<file path="src/rtl/drive_current_dac_spi_pkg.sv">
// Shared definitions for the drive-current DAC SPI writer: frame layout, command code and FSM states.
package drive_current_dac_spi_pkg;

   localparam int DAC_FRAME_W = 24;
   localparam logic [3:0] DAC_CMD_WRITE_UPDATE = 4'h3;

   typedef enum logic [2:0] {
      ST_IDLE  = 3'd0,
      ST_SETUP = 3'd1,
      ST_SHIFT = 3'd2,
      ST_TAIL  = 3'd3,
      ST_HOLD  = 3'd4
   } state_t;

   function automatic logic [DAC_FRAME_W-1:0] make_frame(input logic [3:0] cmd,
                                                         input logic [3:0] addr,
                                                         input logic [15:0] data);
      return {cmd, addr, data};
   endfunction

endpackage

</file>
<file path="src/rtl/drive_current_dac_spi_clk_tick.sv">
// Divider that pulses tick every CLK_DIV cycles while run is high; restart realigns the phase.
module spi_clk_tick #(
   parameter int CLK_DIV = 4
) (
   input  logic clk,
   input  logic rstn,
   input  logic restart,
   input  logic run,
   output logic tick
);

   localparam int CW = $clog2(CLK_DIV + 1);
   localparam logic [CW-1:0] LAST = CW'(CLK_DIV - 1);

   logic [CW-1:0] cnt;

   assign tick = run && (cnt == LAST);

   always_ff @(posedge clk or negedge rstn) begin
      if (!rstn) begin
         cnt <= '0;
      end else if (restart || !run || tick) begin
         cnt <= '0;
      end else begin
         cnt <= cnt + 1'b1;
      end
   end

endmodule

</file>
<file path="src/rtl/drive_current_dac_spi.sv">
// Writes the latest drive_current code to the external DAC as a 24-bit SPI mode-0 frame,
// coalescing register updates that arrive while a frame is in flight.
module drive_current_dac_spi
   import drive_current_dac_spi_pkg::*;
#(
   parameter int         CLK_DIV    = 4,
   parameter int         CS_HOLD    = 8,
   parameter logic [3:0] DAC_CMD    = DAC_CMD_WRITE_UPDATE,
   parameter logic [3:0] DAC_ADDR   = 4'h0,
   parameter bit         INIT_WRITE = 1'b1
) (
   input  logic        clk,
   input  logic        rstn,
   input  logic [15:0] drive_current,
   input  logic        drive_current_update,
   input  logic        enable,
   output logic        dac_sclk,
   output logic        dac_csn,
   output logic        dac_mosi,
   output logic        busy,
   output logic        done,
   output logic [15:0] dac_value
);

   localparam int HW = $clog2(CS_HOLD + 1);
   localparam logic [HW-1:0] HOLD_LAST = HW'(CS_HOLD - 1);

   state_t                 state, state_nxt;
   logic                   pending, pend_loaded;
   logic [15:0]            pend_data, frame_data, frame_nxt, start_data;
   logic [DAC_FRAME_W-1:0] shift_reg, shift_nxt, start_frame;
   logic [4:0]             bit_cnt, bit_nxt;
   logic [HW-1:0]          hold_cnt, hold_nxt;
   logic                   csn_nxt, sclk_nxt, mosi_nxt, busy_nxt, done_nxt;
   logic [15:0]            value_nxt;
   logic                   start, tick, tick_run, tick_restart;

   // Until the first update after reset, the init frame carries the live input.
   assign start_data  = pend_loaded ? pend_data : drive_current;
   assign start_frame = make_frame(DAC_CMD, DAC_ADDR, start_data);

   assign tick_run     = (state == ST_SETUP) || (state == ST_SHIFT) || (state == ST_TAIL);
   assign tick_restart = (state_nxt != state);

   spi_clk_tick #(.CLK_DIV(CLK_DIV)) u_tick (
      .clk     (clk),
      .rstn    (rstn),
      .restart (tick_restart),
      .run     (tick_run),
      .tick    (tick)
   );

   always_comb begin
      state_nxt = state;
      csn_nxt   = dac_csn;
      sclk_nxt  = dac_sclk;
      mosi_nxt  = dac_mosi;
      busy_nxt  = busy;
      done_nxt  = 1'b0;
      value_nxt = dac_value;
      bit_nxt   = bit_cnt;
      hold_nxt  = hold_cnt;
      shift_nxt = shift_reg;
      frame_nxt = frame_data;
      start     = 1'b0;
      case (state)
         ST_IDLE: begin
            if (pending && enable) begin
               start     = 1'b1;
               shift_nxt = start_frame;
               frame_nxt = start_data;
               csn_nxt   = 1'b0;
               mosi_nxt  = start_frame[DAC_FRAME_W-1];
               busy_nxt  = 1'b1;
               state_nxt = ST_SETUP;
            end
         end
         ST_SETUP: begin
            if (tick) begin
               sclk_nxt  = 1'b1;
               bit_nxt   = '0;
               state_nxt = ST_SHIFT;
            end
         end
         ST_SHIFT: begin
            // Falling edge launches the next bit; the low phase after bit 23 ends the shift.
            if (tick) begin
               if (dac_sclk) begin
                  sclk_nxt  = 1'b0;
                  shift_nxt = {shift_reg[DAC_FRAME_W-2:0], 1'b0};
                  mosi_nxt  = shift_reg[DAC_FRAME_W-2];
               end else if (bit_cnt == 5'd23) begin
                  state_nxt = ST_TAIL;
               end else begin
                  sclk_nxt = 1'b1;
                  bit_nxt  = bit_cnt + 5'd1;
               end
            end
         end
         ST_TAIL: begin
            if (tick) begin
               csn_nxt   = 1'b1;
               done_nxt  = 1'b1;
               mosi_nxt  = 1'b0;
               value_nxt = frame_data;
               hold_nxt  = '0;
               state_nxt = ST_HOLD;
            end
         end
         ST_HOLD: begin
            if (hold_cnt == HOLD_LAST) begin
               busy_nxt  = 1'b0;
               state_nxt = ST_IDLE;
            end else begin
               hold_nxt = hold_cnt + 1'b1;
            end
         end
         default: state_nxt = ST_IDLE;
      endcase
   end

   always_ff @(posedge clk or negedge rstn) begin
      if (!rstn) begin
         state       <= ST_IDLE;
         dac_csn     <= 1'b1;
         dac_sclk    <= 1'b0;
         dac_mosi    <= 1'b0;
         busy        <= 1'b0;
         done        <= 1'b0;
         dac_value   <= '0;
         bit_cnt     <= '0;
         hold_cnt    <= '0;
         pending     <= INIT_WRITE;
         pend_loaded <= 1'b0;
      end else begin
         state     <= state_nxt;
         dac_csn   <= csn_nxt;
         dac_sclk  <= sclk_nxt;
         dac_mosi  <= mosi_nxt;
         busy      <= busy_nxt;
         done      <= done_nxt;
         dac_value <= value_nxt;
         bit_cnt   <= bit_nxt;
         hold_cnt  <= hold_nxt;
         // A same-cycle update wins over the start clear so the newer value gets its own frame.
         if (drive_current_update) begin
            pending     <= 1'b1;
            pend_loaded <= 1'b1;
         end else if (start) begin
            pending <= 1'b0;
         end
      end
   end

   always_ff @(posedge clk) begin
      shift_reg  <= shift_nxt;
      frame_data <= frame_nxt;
      if (drive_current_update) begin
         pend_data <= drive_current;
      end
   end

endmodule

</file>
<file path="config.mk">
export PLATFORM = sky130hd
export DESIGN_NAME = drive_current_dac_spi
export DESIGN_NICKNAME = d
export VERILOG_FILES = /design/src/rtl/drive_current_dac_spi_pkg.sv /design/src/rtl/drive_current_dac_spi_clk_tick.sv /design/src/rtl/drive_current_dac_spi.sv
export SDC_FILE = /design/constraint.sdc
export NUM_CORES = 1
export LEC_CHECK = 0
export BUFFER_PORTS_ARGS = -buffer_cell sky130_fd_sc_hd__buf_2
export CORE_MARGIN = 2
export CORE_UTILIZATION = 35
export DETAILED_ROUTE_END_ITERATION = 8
export GPL_ROUTABILITY_DRIVEN = 0
export GPL_TIMING_DRIVEN = 0
export PLACE_DENSITY = 0.54
export SLEW_MARGIN = 20
export SYNTH_ARGS = -nofsm -noshare
export SYNTH_HDL_FRONTEND = slang
export SYNTH_SLANG_ARGS = --single-unit
</file>
<file path="constraint.sdc">
create_clock -name clk -period 3.7 [get_ports clk]
set_input_delay 0.37 -clock clk [delete_from_list [all_inputs] [get_ports clk]]
set_output_delay 0.37 -clock clk [all_outputs]
set_load 0.005 [all_outputs]
</file>
[Word-level counts from Yosys, hierarchy flattened]
Index checks and enable logic that the tools add are counted.
Operators by class
  add/subtract/negate cells: 3
  multipliers: 0
  divide/modulo/power cells: 0
  magnitude comparators: 0
  equal/unequal tests: 17
  shift-type cells: 0
  multiplexer cells: 42
  bitwise logic cells: 0
  reduce and logical (&&, ||, !) cells: 24
Operators with widths (count)
  2-to-1 mux 23 bit: 3
  case mux 23 bit (2 select lines): 1
  2-to-1 mux 3 bit: 8
  2-to-1 mux 5 bit: 4
  2-to-1 mux 1 bit: 16
  2-to-1 mux 16 bit: 1
  case mux 3 bit (5 select lines): 1
  != test 2 bit, second input constant: 6
  AND reduction 3 bit: 4
  nonzero test 2 bit: 6
  case mux 5 bit (2 select lines): 1
  AND reduction 5 bit: 2
  equality test 3 x 2 -> 1 bit, second input constant: 3
  2-to-1 mux 4 bit: 2
  case mux 4 bit (2 select lines): 1
  != test 2 x 1 -> 1 bit, second input constant: 3
  case mux 1 bit (2 select lines): 3
  adder 5 x 1 -> 5 bit, second input constant: 1
  equality test 5 bit, second input constant: 1
  adder 4 x 1 -> 4 bit, second input constant: 1
  equality test 4 x 3 -> 1 bit, second input constant: 1
  logical OR 1 bit: 4
  AND reduction 2 bit: 2
  AND reduction 4 bit: 1
  9 further kinds: 10
Storage, ports and cells
  bits in registers: 93
  bits in latches: 0
  memory bits (writable): 0
  memory bits (read-only): 0
  input port bits: 20
  output and inout port bits: 21
  word-level logic and storage cells: 101
  memories kept: 0

[Depth between registers and ports, before layout]
Gate-level depths: netlist of the first run.
  word-level depth: 10
  mapped depth: 7
  depth with buffers taken out: 6

[Cells and area by module]
From an unflattened synthesis of the first run, not the netlist that was laid out.
Unflattened totals
  cells, all modules: 310
  area, all modules: 3833.7 sq um
By module, submodules not included
  drive_current_dac_spi: times used 1, cells each 300, area an instance 3692.3 sq um, seq. area each 2529.9 sq um
  spi_clk_tick: times used 1, cells each 10, area an instance 141.4 sq um, seq. area each 75.1 sq um

[Worst setup path before layout of the first run]
No wires, ideal clock.
  path kind: register to register
  start point: register u_tick.cnt[0]
  end point: register shift_reg[0], enable pin
  library setup time: 0.432 ns
  arrival time: 2.549 ns
  required time: 3.268 ns
  setup slack: 0.720 ns
  cell stages (with the launch flop): 6
  path buffers: 1
  clock period less this slack: 2.980 ns
  path through: dfrtp_1 -> ha_1 -> ha_1 -> buf_2 -> a31oi_1 -> nor3_1
On the way
  word-level cells in the longest chain between the ends: 4
Ends and longest elaborated chain
  start, declared: line drive_current_dac_spi_clk_tick.sv:15  | logic [CW-1:0] cnt;
  start signal, assigned: line drive_current_dac_spi_clk_tick.sv:25  | cnt <= cnt + 1'b1;
  equality test 3 x 2 -> 1 bit: line drive_current_dac_spi_clk_tick.sv:17  | assign tick = run && (cnt == LAST);
  logical AND 1 bit: line drive_current_dac_spi_clk_tick.sv:17
  != test 2 x 1 -> 1 bit (no line)
  AND reduction 4 bit (no line)
  end signal, assigned: line drive_current_dac_spi.sv:156  | shift_reg <= shift_nxt;
  end, declared: line drive_current_dac_spi.sv:31  | logic [DAC_FRAME_W-1:0] shift_reg, shift_nxt, start_frame;
Every way passes these cells.
A chain may end at the register's enable or synchronous reset.

[Worst setup path in the final report of the first run]
  start point: register u_tick.cnt[0]
  end point: register shift_reg[4], enable pin
Same word-level chain as after synthesis.

==> flow_summary_export.csv, run 1 <==
group,metric,value,unit
status,status,"finished clean",
clock_tree,cts_max_path_buffers,2,
finish,diodes,0,
clock_tree,clkSinkCount,93,
worst_setup_path,crit_start,"u_tick.cnt[0]",
route,wl,7011,µm
synthesis,synth-compound-area-share,3.881,%
die,die_height,108.7,µm
clock_tree,cts_hold_buf,0,
synthesis,synth_mux_area_share,10.40,%
synthesis,synth_cell_types,51,
clock_tree,cts_made_buffers,9,
worst_setup_path,worstSetupPathType,"reg2reg",
clock_tree,insertion_delay,0.36,ns
die,num_io_pins,41,
timing,slew_headroom,40.72,%
worst_setup_path,cp.arrival,2.19,ns
grt,grt_pass1_vias,2227,
synthesis,synth.net_count,296,
synthesis,synth_seq_area_share,67.91,%
timing,fin_crit_sh,57.33,%
worst_setup_path,reg2reg_from,"u_tick.cnt[0]",
finish,multi_input_area,1134,µm²
finish,regArea,2605,µm²
die,start_util,35.70,%
grt,grt_usage,12.65,%
power,leakagePower,1.845,nW
clock_tree,cts_tree,"done",
timing,rsz0062_at_grt,"no",
worst_setup_path,required,3.77,ns
route,ant_nets,0,
power,irDropWorstVdd,0.2317,mV
route,first_iter_violations,103,
placed_design,placed_cells_incl_taps,457,
finish,n_fill_cell,1037,
route,via_per_inst,4.833,
synthesis,synth_top_family_by_area,"simple AND/OR/NAND/NOR gates",
synthesis,synth_xor_area_share,0.4566,%
min_path,worstHoldPathType,"in2async",
route,drc,0,
placed_design,post-dp-hpwl,4865,µm
clock_tree,postCtsSetupBuffers,0,
clock_tree,cts.htree.levels,3,
clock_tree,clkTransAtPathRegs,0.11,ns
synthesis,yosys-top-cells-count,"nand2_1 (56), edfxtp_1 (55), dfrtp_1 (36), mux2_2 (31)",
finish,drive_above_1_share,33.63,%
power,cellPowerDensity,647.4,nW/µm²
synthesis,ys_ff_latch,93,
clock_tree,post_cts_resized,0,
clock_tree,root_buffer,"clkbuf_8",
timing,setup_viol,0,
grt,antenna_found_initial,0,
timing,max_freq,0.4714,GHz
finish,fin_util,41.48,%
finish,final_cells,473,
worst_setup_path,rrSetupSlack,1.58,ns
die,die_w,108.7,µm
synthesis,synth_top_area_share,43.05,%
timing,max_slew.worst_pin.slew,0.8892,ns
synthesis,yosysWarningCount,0,
route,dr.pass1.iters,4,
finish,design_area,4457,µm²
worst_setup_path,cp-end-kind,"register",
synthesis,synth-async-reset-ratio,40.86,%
timing,hold_viol,0,
synthesis,syn_inst,272,
synthesis,synth_flop_cell,"edfxtp_1",
synthesis,synthSimpleGateAreaFrac,13.21,%
grt,grt_overflow,0,
finish,largest_register_ffs,23,
synthesis,syn_avg_cell_area,14.10,µm²
die,die-area,11810,µm²
route,vias,2286,
finish,fin_nets,352,
die,num_rows,38,
synthesis,yosysTopAreaCell,"edfxtp_1",
worst_setup_path,start_kind,"register",
placed_design,placed_area,4253,µm²
synthesis,synth_edf_count,55,
grt,grt_start_max_net_pins,39,
die,core_area,10750,µm²
synthesis,synth_area_leaders,"edfxtp_1 (43%), dfrtp_1 (23%), mux2_2 (9.1%), nand2_1 (5.5%), dfstp_2 (1.4%)",
timing,fin_crit,2.121,ns
synthesis,yosys.area_share.adder,1.305,%
timing,clock_skew,0.01509,ns
timing,drv_slew,0,
finish,syn2layout_area_growth,16.18,%
run,max-cap-violations,0,
synthesis,yosysMostFrequentCell,"nand2_1",
placed_design,port_buffers,40,
worst_setup_path,crit_fanout,10,
synthesis,syn-cell-area,3836,µm²
route,wire_per_inst,14.82,µm
grt,grt_pass1_wl,11380,µm
## through the flow
step / setup TNS (ns) / power (mW) / worst slack, ns / hold slack (ns)
final: 0 / 2.885 / 1.579 / 0.1279
after global routing: 0 / 3.069 / 1.398 / 0.1864
after detailed placement: 0 / 2.231 / 1.548 / 0.4226
after CTS: 0 / 2.929 / 1.532 / 0.1494
after floorplan: 0 / 1.954 / 0.7195 / 0.07441
after global placement: -7.014 / 2.198 / -0.2449 / 0.4217
## area by class of cell
type,instances,share of cell area [%]
inverters,6,0.5053
multi-input cells,161,25.44
flip-flops and latches,93,58.45
clock buffers,10,3.341
well taps,140,3.930
clock inverters,6,1.235
repair buffers,45,5.166
plain buffers,12,1.937
## critical path, stage by stage (launching register included)
cell and delay [ns]:
dfrtp_1 0.36, ha_1 0.15, ha_1 0.22, buf_2 0.24, a31oi_1 0.13, nor3_2 0.45, buf_4 0.30
## metal layers
layer | up-vias | part of all wire, % | global-route usage, %
met5 | - | 0 | 0
met4 | 0 | 1.9 | 6.044
met3 | 10 | 2.5 | 1.674
met2 | 36 | 45 | 19.24
met1 | 1132 | 51 | 17.96
li1 | 1108 | - | -
## logic make-up (layout without fill, tap and decap cells)
group | after synthesis | after routing
xor+xnor | 2 | 2
compound gates | 21 | 21
fa+ha+maj | 4 | 4
flops | 93 | 93
mux | 36 | 36
simple gates | 98 | 98
buf+inv | 18 | 79
## final timing paths
check | endpoint | cells past startpoint
max | shift_reg[4] | 6
min | dac_value[14] | 1
max reg2reg | shift_reg[4] | 6
min reg2reg | dac_value[9] | 2
max in group asynchronous | pend_loaded | 1
min in group clk | pend_data[5] | 1
## power breakdown
part | internal, mW | leakage, nW | switching, mW
Combinational | 0.327 | 0.750 | 0.388
Clock | 0.302 | 0.106 | 0.387
Sequential | 1.37 | 0.989 | 0.115
Total | 2.00 | 1.85 | 0.890
## layout by cell type, fill, tap and decap left out, types with 2 or more instances in the layout
cell type,n
and2_1,5
a31oi_1,4
dfstp_2,2
nand4_1,4
edfxtp_1,55
nand3_1,3
clkbuf_1,3
nor4_1,3
buf_6,4
buf_4,4
clkbuf_8,9
buf_2,46
inv_6,5
dfrtp_1,36
mux2i_1,5
nand4b_1,2
ha_1,4
mux2_2,31
o21ai_0,3
inv_1,5
nand2_1,56
nor2_1,5
nand2b_1,4
o211ai_1,2
(Power assumes the default switching activity.)
==> run 2: changes to the inputs <==
PLACE_DENSITY = 0.56   (was 0.54)
clock period = 1.7 ns   (was 3.7 ns; I/O delays follow)
==> flow_summary_export.csv, run 2 (synthesized netlist as in run 1, its figures left out) <==
group,metric,value,unit
finish,n_fill_cell,1011,
timing,fin_crit,1.652,ns
die,core_area,10750,µm²
timing,slew_headroom,40.95,%
finish,syn2layout_area_growth,22.73,%
grt,grt_start_max_net_pins,39,
timing,drv_slew,0,
clock_tree,cts_tree,"done",
route,wire_per_inst,14.78,µm
finish,drive_above_1_share,34.86,%
power,power,6.374,mW
clock_tree,root_buffer,"clkbuf_8",
finish,largest_register_ffs,23,
clock_tree,cts_max_path_buffers,2,
grt,grt_pass1_wl,12120,µm
worst_setup_path,cp-end-kind,"register",
finish,fin_nets,369,
placed_design,port_buffers,40,
worst_setup_path,crit_fanout,12,
die,num_rows,38,
clock_tree,cts.htree.levels,3,
route,ant_nets,0,
die,die_w,108.7,µm
finish,final_cell_mix,"nand2_1 (55), edfxtp_1 (55), buf_2 (41)",
timing,max_slew.worst_pin.slew,0.8858,ns
route,first_iter_violations,167,
clock_tree,insertion_delay,0.37,ns
route,vias,2323,
power,irDropWorstVdd,0.4660,mV
placed_design,post-dp-hpwl,4746,µm
min_path,worstHoldPathType,"in2reg",
timing,rsz0062_at_grt,"yes",
finish,final_cells,490,
timing,fin_crit_sh,97.20,%
route,dr.pass1.iters,4,
grt,grt_overflow,0,
power,cellPowerDensity,1354,nW/µm²
clock_tree,clkSinkCount,93,
clock_tree,clkTransAtPathRegs,0.09,ns
clock_tree,cts_made_buffers,9,
status,status,"finished clean",
worst_setup_path,start_kind,"register",
grt,grt_usage,13.76,%
route,drc,0,
timing,setup_viol,0,
placed_design,placed_cells_incl_taps,453,
worst_setup_path,cp.arrival,1.74,ns
timing,fin_setup_tns,0,ns
die,die_height,108.7,µm
grt,antenna_found_initial,0,
timing,max_freq,0.6052,GHz
timing,hold_viol,0,
die,die-area,11810,µm²
route,wl,7244,µm
route,via_per_inst,4.741,
timing,clock_skew,0.009715,ns
power,leakagePower,1.914,nW
worst_setup_path,worstSetupPathType,"reg2reg",
worst_setup_path,required,1.79,ns
finish,diodes,0,
die,num_io_pins,41,
run,max-cap-violations,0,
grt,grt_pass1_vias,2327,
die,start_util,35.70,%
## run 2: changes by cell type in the layout (fill, tap and decap cells not counted), sizes merged
cell / previous run / this run
inv: 12 / 8
clkbuf: 13 / 15
clkinvlp: 0 / 1
buf: 54 / 55
clkinv: 0 / 1
dlygate4sd3: 0 / 15
nor3: 2 / 3
## run 2: report_power, final
part | internal (mW) | switching, mW
Sequential | 2.98 | 0.257
Clock | 0.581 | 0.763
Combinational | 0.851 | 0.945
Total | 4.41 | 1.97
## run 2: area by class of cell
type | instances | area (µm²) | area share (%)
well taps | 140 | 175.2 | 3.720
multi-input cells | 162 | 1214 | 25.78
clock inverters | 4 | 30.03 | 0.6378
clock buffers | 12 | 145.1 | 3.083
flip-flops and latches | 93 | 2606 | 55.35
plain buffers | 11 | 93.84 | 1.993
repair buffers | 62 | 419.2 | 8.902
inverters | 6 | 25.02 | 0.5315
## run 2: repair_timing
| action | CTS | global route |
|---|---|---|
| hold endpoints to repair | 50 | 0 |
| resized for setup | 1 | 9 |
| buffers inserted | 6 | 0 |
| hold buffers | 15 | 0 |
| gates cloned | 1 | 0 |
| pin swaps | 4 | 0 |
| setup endpoints to repair | 50 | 34 |
## run 2: stage by stage
step	setup WS (ns)	hold slack [ns]	utilization (%)	area, µm²
finish	0.04758	0.009103	43.82	4708
global route	-0.01270	0.0005662	43.82	4708
CTS	0.03226	0.002551	43.62	4687
detailed placement	-0.5407	0.3623	39.95	4293
global placement	-0.5536	0.3631	39.85	4282
floorplan	-0.2354	-0.1256	-	3906
## run 2: worst max-delay path: stages, from the launching register on
cell	delay (ns)
dfrtp_1	0.36
ha_2	0.21
ha_4	0.17
buf_6	0.15
a31oi_4	0.13
nor3_4	0.19
buf_12	0.17
## run 2: routing by layer
metal	share of wire [%]	global-route usage (%)	wire (µm)	up-vias
met1	49	18.73	3537	1137
met4	2.2	6.868	162	0
li1	-	-	-	1135
met3	3.8	3.288	274	14
met2	45	20.63	3269	37
met5	0	0	0	-
## run 2: path summary, 6_finish.rpt
check                      depth (start not counted)  slack [ns]              start             to
max                                                6        0.05      u_tick.cnt[0]  shift_reg[21]
min reg2reg                                        2        0.45      frame_data[9]   dac_value[9]
max in group asynchronous                          2        0.63               rstn       state[1]
min in group asynchronous                          2        0.44               rstn    pend_loaded
max reg2reg                                        6        0.05      u_tick.cnt[0]  shift_reg[21]
min                                                1       0.009  drive_current[12]  pend_data[12]
